$ cat config.mk
export PLATFORM = sky130hd
export DESIGN_NAME = fetch_sequencer
export DESIGN_NICKNAME = d
export VERILOG_FILES = /design/src/rtl/cpu_pkg.sv /design/src/rtl/fetch_queue.sv /design/src/rtl/fetch_sequencer.sv
export SDC_FILE = /design/constraint.sdc
export NUM_CORES = 1
export LEC_CHECK = 0
export ABC_CLOCK_PERIOD_IN_PS = 7200
export BUFFER_PORTS_ARGS = -buffer_cell sky130_fd_sc_hd__buf_4
export CORE_ASPECT_RATIO = 1.4
export CORE_MARGIN = 4
export CORE_UTILIZATION = 54
export DETAILED_ROUTE_END_ITERATION = 8
export GPL_TIMING_DRIVEN = 1
export PLACE_DENSITY = 0.91
export SKIP_CTS_REPAIR_TIMING = 1
export SYNTH_ARGS = -nofsm -noshare
export SYNTH_HDL_FRONTEND = slang
export SYNTH_SLANG_ARGS = --single-unit
$ cat constraint.sdc
create_clock -name clk -period 7.2 [get_ports clk]
set_clock_uncertainty 0.05 [all_clocks]
set_input_delay 0.72 -clock clk [delete_from_list [all_inputs] [get_ports clk]]
set_output_delay 0.72 -clock clk [all_outputs]
set_load 0.02 [all_outputs]
$ cat src/rtl/cpu_pkg.sv
// Shared definitions for the fetch stage: FSM encoding and width defaults.
package cpu_pkg;

  localparam int unsigned ADDR_W_DEF  = 32;
  localparam int unsigned INSTR_W_DEF = 32;
  localparam int unsigned WORD_BYTES  = 4;

  typedef enum logic [1:0] {
    S_IDLE = 2'd0,
    S_RUN  = 2'd1,
    S_HOLD = 2'd2
  } fetch_state_e;

endpackage

$ cat src/rtl/fetch_queue.sv
// Small synchronous FIFO with flush, combinational head read and occupancy count.
module fetch_queue #(
  parameter int unsigned WIDTH = 64,
  parameter int unsigned DEPTH = 2,
  localparam int unsigned PTR_W = $clog2(DEPTH),
  localparam int unsigned CNT_W = $clog2(DEPTH + 1)
) (
  input  logic             clk,
  input  logic             rst,
  input  logic             flush,
  input  logic             push,
  input  logic [WIDTH-1:0] wdata,
  input  logic             pop,
  output logic [WIDTH-1:0] rdata,
  output logic [CNT_W-1:0] count
);

  logic [WIDTH-1:0] mem_q [DEPTH];
  logic [PTR_W-1:0] wr_ptr_q, rd_ptr_q;
  logic [CNT_W-1:0] count_q;

  // Pointers wrap naturally because DEPTH is a power of two.
  always_ff @(posedge clk or posedge rst) begin
    if (rst) begin
      wr_ptr_q <= '0;
      rd_ptr_q <= '0;
      count_q  <= '0;
    end else if (flush) begin
      wr_ptr_q <= '0;
      rd_ptr_q <= '0;
      count_q  <= '0;
    end else begin
      if (push) wr_ptr_q <= wr_ptr_q + PTR_W'(1);
      if (pop)  rd_ptr_q <= rd_ptr_q + PTR_W'(1);
      case ({push, pop})
        2'b10:   count_q <= count_q + CNT_W'(1);
        2'b01:   count_q <= count_q - CNT_W'(1);
        default: count_q <= count_q;
      endcase
    end
  end

  always_ff @(posedge clk) begin
    if (push && !flush) mem_q[wr_ptr_q] <= wdata;
  end

  assign rdata = mem_q[rd_ptr_q];
  assign count = count_q;

endmodule

$ cat src/rtl/fetch_sequencer.sv
// Fetch-stage controller: owns the PC, drives instruction memory, buffers words for decode.
module fetch_sequencer
  import cpu_pkg::*;
#(
  parameter int unsigned          ADDR_W   = ADDR_W_DEF,
  parameter int unsigned          INSTR_W  = INSTR_W_DEF,
  parameter int unsigned          DEPTH    = 2,
  parameter logic [ADDR_W-1:0]    RESET_PC = '0
) (
  input  logic               clk,
  input  logic               rst,
  input  logic               fetch_en,
  output logic [ADDR_W-1:0]  imem_addr,
  input  logic [INSTR_W-1:0] imem_rdata,
  input  logic               branch_taken,
  input  logic [ADDR_W-1:0]  branch_addr,
  input  logic               out_ready,
  output logic               out_valid,
  output logic [INSTR_W-1:0] out_instr,
  output logic [ADDR_W-1:0]  out_pc,
  output logic [1:0]         state_o
);

  localparam int unsigned CNT_W = $clog2(DEPTH + 1);
  localparam int unsigned QW    = INSTR_W + ADDR_W;

  fetch_state_e      state_q, state_d;
  logic [ADDR_W-1:0] pc_q, pc_d, pc_plus4;
  logic [CNT_W-1:0]  count;
  logic [QW-1:0]     head;
  logic              empty, push, pop, q_pop;

  assign pc_plus4  = pc_q + ADDR_W'(WORD_BYTES);
  assign empty     = (count == '0);
  assign out_valid = !empty;
  assign pop       = out_valid & out_ready;
  // A redirect discards the whole queue, so a coincident pop must not move rd_ptr.
  assign q_pop     = pop & !branch_taken;
  assign push      = (state_q == S_RUN) & fetch_en & ((count < CNT_W'(DEPTH)) | pop)
                   & !branch_taken;

  assign out_instr = out_valid ? head[QW-1:ADDR_W] : '0;
  assign out_pc    = out_valid ? head[ADDR_W-1:0] : '0;
  assign imem_addr = pc_q;
  assign state_o   = state_q;

  always_comb begin
    state_d = state_q;
    pc_d    = pc_q;
    unique case (state_q)
      S_IDLE:  if (fetch_en) state_d = S_RUN;
      S_RUN:   if (!fetch_en) state_d = S_HOLD;
      S_HOLD: begin
        if (fetch_en)   state_d = S_RUN;
        else if (empty) state_d = S_IDLE;
      end
      default: state_d = S_IDLE;
    endcase
    if (branch_taken) pc_d = {branch_addr[ADDR_W-1:2], 2'b00};
    else if (push)    pc_d = pc_plus4;
  end

  always_ff @(posedge clk or posedge rst) begin
    if (rst) begin
      state_q <= S_IDLE;
      pc_q    <= RESET_PC;
    end else begin
      state_q <= state_d;
      pc_q    <= pc_d;
    end
  end

  fetch_queue #(
    .WIDTH (QW),
    .DEPTH (DEPTH)
  ) u_queue (
    .clk   (clk),
    .rst   (rst),
    .flush (branch_taken),
    .push  (push),
    .wdata ({imem_rdata, pc_plus4}),
    .pop   (q_pop),
    .rdata (head),
    .count (count)
  );

endmodule

==> impl_metrics.py <==
metrics = {
    "synth": {
        "synth_warnings": 0,
        "yosys.area.top_type": "edfxtp_1",
        "synth_cell_type_count": 40,
        "synth_edf_count": 124,
        "yosysTopAreaCellShare_pct": 51.6,
        "synth.avg_cell_area_um2": 12.8,
        "ys_seq_area_share_pct": 64.1,
        "synthCells": 564,
        "synth-main-ff-cell": "edfxtp_1",
        "synth_common_cells": "124 x edfxtp_1, 80 x nor2_1, 63 x mux2i_1",
        "yosysMostFrequentCell": "edfxtp_1",
        "synth_seq_cells": 160,
        "async_flop_share_pct": 22.5,
        "synth.top_cells.by_area": "edfxtp_1 52%, dfrtp_1 12%, mux2i_1 8.7%",
        "synth_area_mm2": 0.00721,
    },
    "final_layout": {
        "nets": 791,
        "fin_area_mm2": 0.00915,
        "finish.utilization_pct": 70.4,
        "drive_gt1_share_pct": 28.9,
        "fill_cells": 902,
        "fin_cells": 912,
        "antenna_cells": 0,
        "area_growth_pct": 26.9,
    },
    "clocking": {
        "cts_max_path_buffers": 2,
        "cts_tree": "done",
        "clkSinkCount": 160,
        "clk_latency_ns": 0.41,
        "numCtsBuffers": 17,
        "htree_levels": 4,
        "clk_pin_slew_worst_paths_ns": 0.06,
        "root_buffer": "clkbuf_16",
    },
    "placed_design": {
        "dpl.cell_count": 880,
        "dp_hpwl_um": 11100,
        "gp_congestion": 0.828,
        "io_buffers": 161,
        "pre_cts_ws_ns": 4.45,
        "placed_area_mm2": 0.00857,
    },
    "worst_setup_path": {
        "cpMaxStageDelayCell": "buf_4",
        "timing.rr.end": "u_queue.mem_q[1][26]",
        "cp-start-kind": "register",
        "timing.rr.start": "imem_addr[2]",
        "endpoint_kind": "primary output",
        "timing.critical_path.buf_inv": 2,
        "cp_cell_sequence": "nor2_4 -> buf_4 -> nor2_1 -> buf_4",
        "crit_path_frequent_cell": "buf_4",
        "crit_required_ns": 6.43,
        "critPathKind": "reg -> out",
        "crit_arrival_ns": 2.16,
        "critPathLaunch": "u_queue.count[1]",
        "reg2reg_depth": 5,
        "worst-path-max-fanout": 45,
        "reg2reg_slack_ns": 4.84,
        "crit_path_max_incr_delay_ns": 0.52,
        "critPathTopFamily": "buffers and inverters",
    },
    "power_and_ir_drop": {
        "total_power_mw": 2.20,
        "p_per_area_mw_per_mm2": 240,
        "leakagePower_nw": 3.50,
        "ir_worst_vdd_uv": 160,
    },
    "sta": {
        "fin_tns_setup_ns": 0,
        "fin_crit_ns": 2.93,
        "hold_viol": 0,
        "finalCritPeriodShare_pct": 40.7,
        "relSlewSlack_pct": 28.3,
        "setup_viol": 0,
        "rsz0062_at_grt": "false",
        "max_freq_mhz": 341,
        "whs_ns": 0.402,
        "layout_setup_ws_ns": 4.27,
        "worst_pin_slew_ns": 1.08,
        "slew_violations": 0,
    },
    "detailed_routing": {
        "vias": 4927,
        "drt_pass1_iterations": 4,
        "drtIter0Drc": 242,
        "wl_per_cell_um": 18.3,
        "viasPerCell": 5.40,
        "drc_errors": 0,
        "postRouteAntennaNets": 0,
        "drt_wl_total_um": 16700,
    },
    "global_route": {
        "first_global_vias": 5211,
        "grt_first_pass_wirelength_um": 26000,
        "grt_max_degree": 64,
        "grt_usage_pct": 22.1,
        "grt-ovfl-total": 0,
        "antenna_found_initial": 0,
    },
    "floorplanning": {
        "start_util_pct": 55.5,
        "die_x_um": 106,
        "io_pins": 168,
        "core-area_mm2": 0.0130,
        "dieHeight_um": 145,
        "num_rows": 49,
        "die_area_mm2": 0.0153,
    },
    "min_path": {
        "worstHoldPathType": "in -> async",
    },
    "run": {
        "cap_violations": 0,
    },
    "status": {
        "status": "finished, final reports clean",
    },
}
cell families (layout without fill, tap and decap cells):
logic type,after synthesis,after routing,synth area share [%]
XOR/XNOR,58,58,7.04
AND/OR/NAND/NOR,204,204,14.6
multiplexers,63,63,8.74
adder cells (fa/ha/maj),1,1,0.173
flip-flops,160,160,64.1
other,1,4,0.0520
AO/OA/AOI/OAI,37,37,2.64
buffers and inverters,40,207,2.59
cells in the final DEF (no fill, tap or decap), drive strengths merged, types with 3 or more instances in the layout:
master	n
nor2	80
inv	8
nand3	15
clkbuf	25
nand2b	3
edfxtp	124
nand2	56
buf	168
and2	4
xnor2	29
conb	4
nand4	12
or3	3
clkinv	3
dfrtp	36
o21ai	32
nor3	10
nor4	8
mux2i	63
and3	6
xor2	29
worst register-to-register path: cells and delay by family (launching register included):
family,cells,cell delay [ns]
XOR/XNOR,1,0.28
adder cells (fa/ha/maj),1,0.26
flip-flops,1,0.47
AND/OR/NAND/NOR,3,1.11
layout make-up:
class | count | area, um^2 | area share [%]
clock buffer | 25 | 508 | 5.55
clock inverter | 7 | 72.6 | 0.793
inverter | 7 | 26.3 | 0.287
multi-input combinational | 367 | 2430 | 26.6
sequential | 160 | 4630 | 50.6
tap | 178 | 223 | 2.43
timing repair buffer | 168 | 1260 | 13.8
power breakdown:
part           leakage (nW)  total [mW]  internal [mW]  switching (mW)
Combinational          1.66       0.248          0.109           0.140
Clock                 0.278       0.866          0.527           0.339
Sequential             1.57        1.09           1.04          0.0483
Total                  3.50        2.20           1.67           0.527
registers in the layout (all words and copies together), names as in the netlist:
signal and count:
imem_addr 30, u_queue.count 2, state_o 2, u_queue.wr_ptr_q 1, u_queue.rd_ptr_q 1, u_queue.mem_q 124
layer usage:
layer	routed length [um]	global-route usage, %	vias up
met3	966	5.50	51
met4	581	12.1	0
met1	6090	24.5	2358
li1	-	-	2307
met5	0	0	-
met2	9020	39.3	211
worst max path at each step:
| stage | slack, ns | depth (start not counted) | end |
|---|---|---|---|
| final | 4.27 | 4 | out_pc[8] |
| after global routing | 4.11 | 4 | out_pc[3] |
| after CTS | 4.25 | 3 | out_pc[24] |
| after detailed placement | 4.45 | 6 | imem_addr[27] |
| after global placement | 4.50 | 6 | imem_addr[27] |
| after floorplan | 0.62 | 4 | u_queue.mem_q[1][10] |
Power figures use the tool's default switching activity.
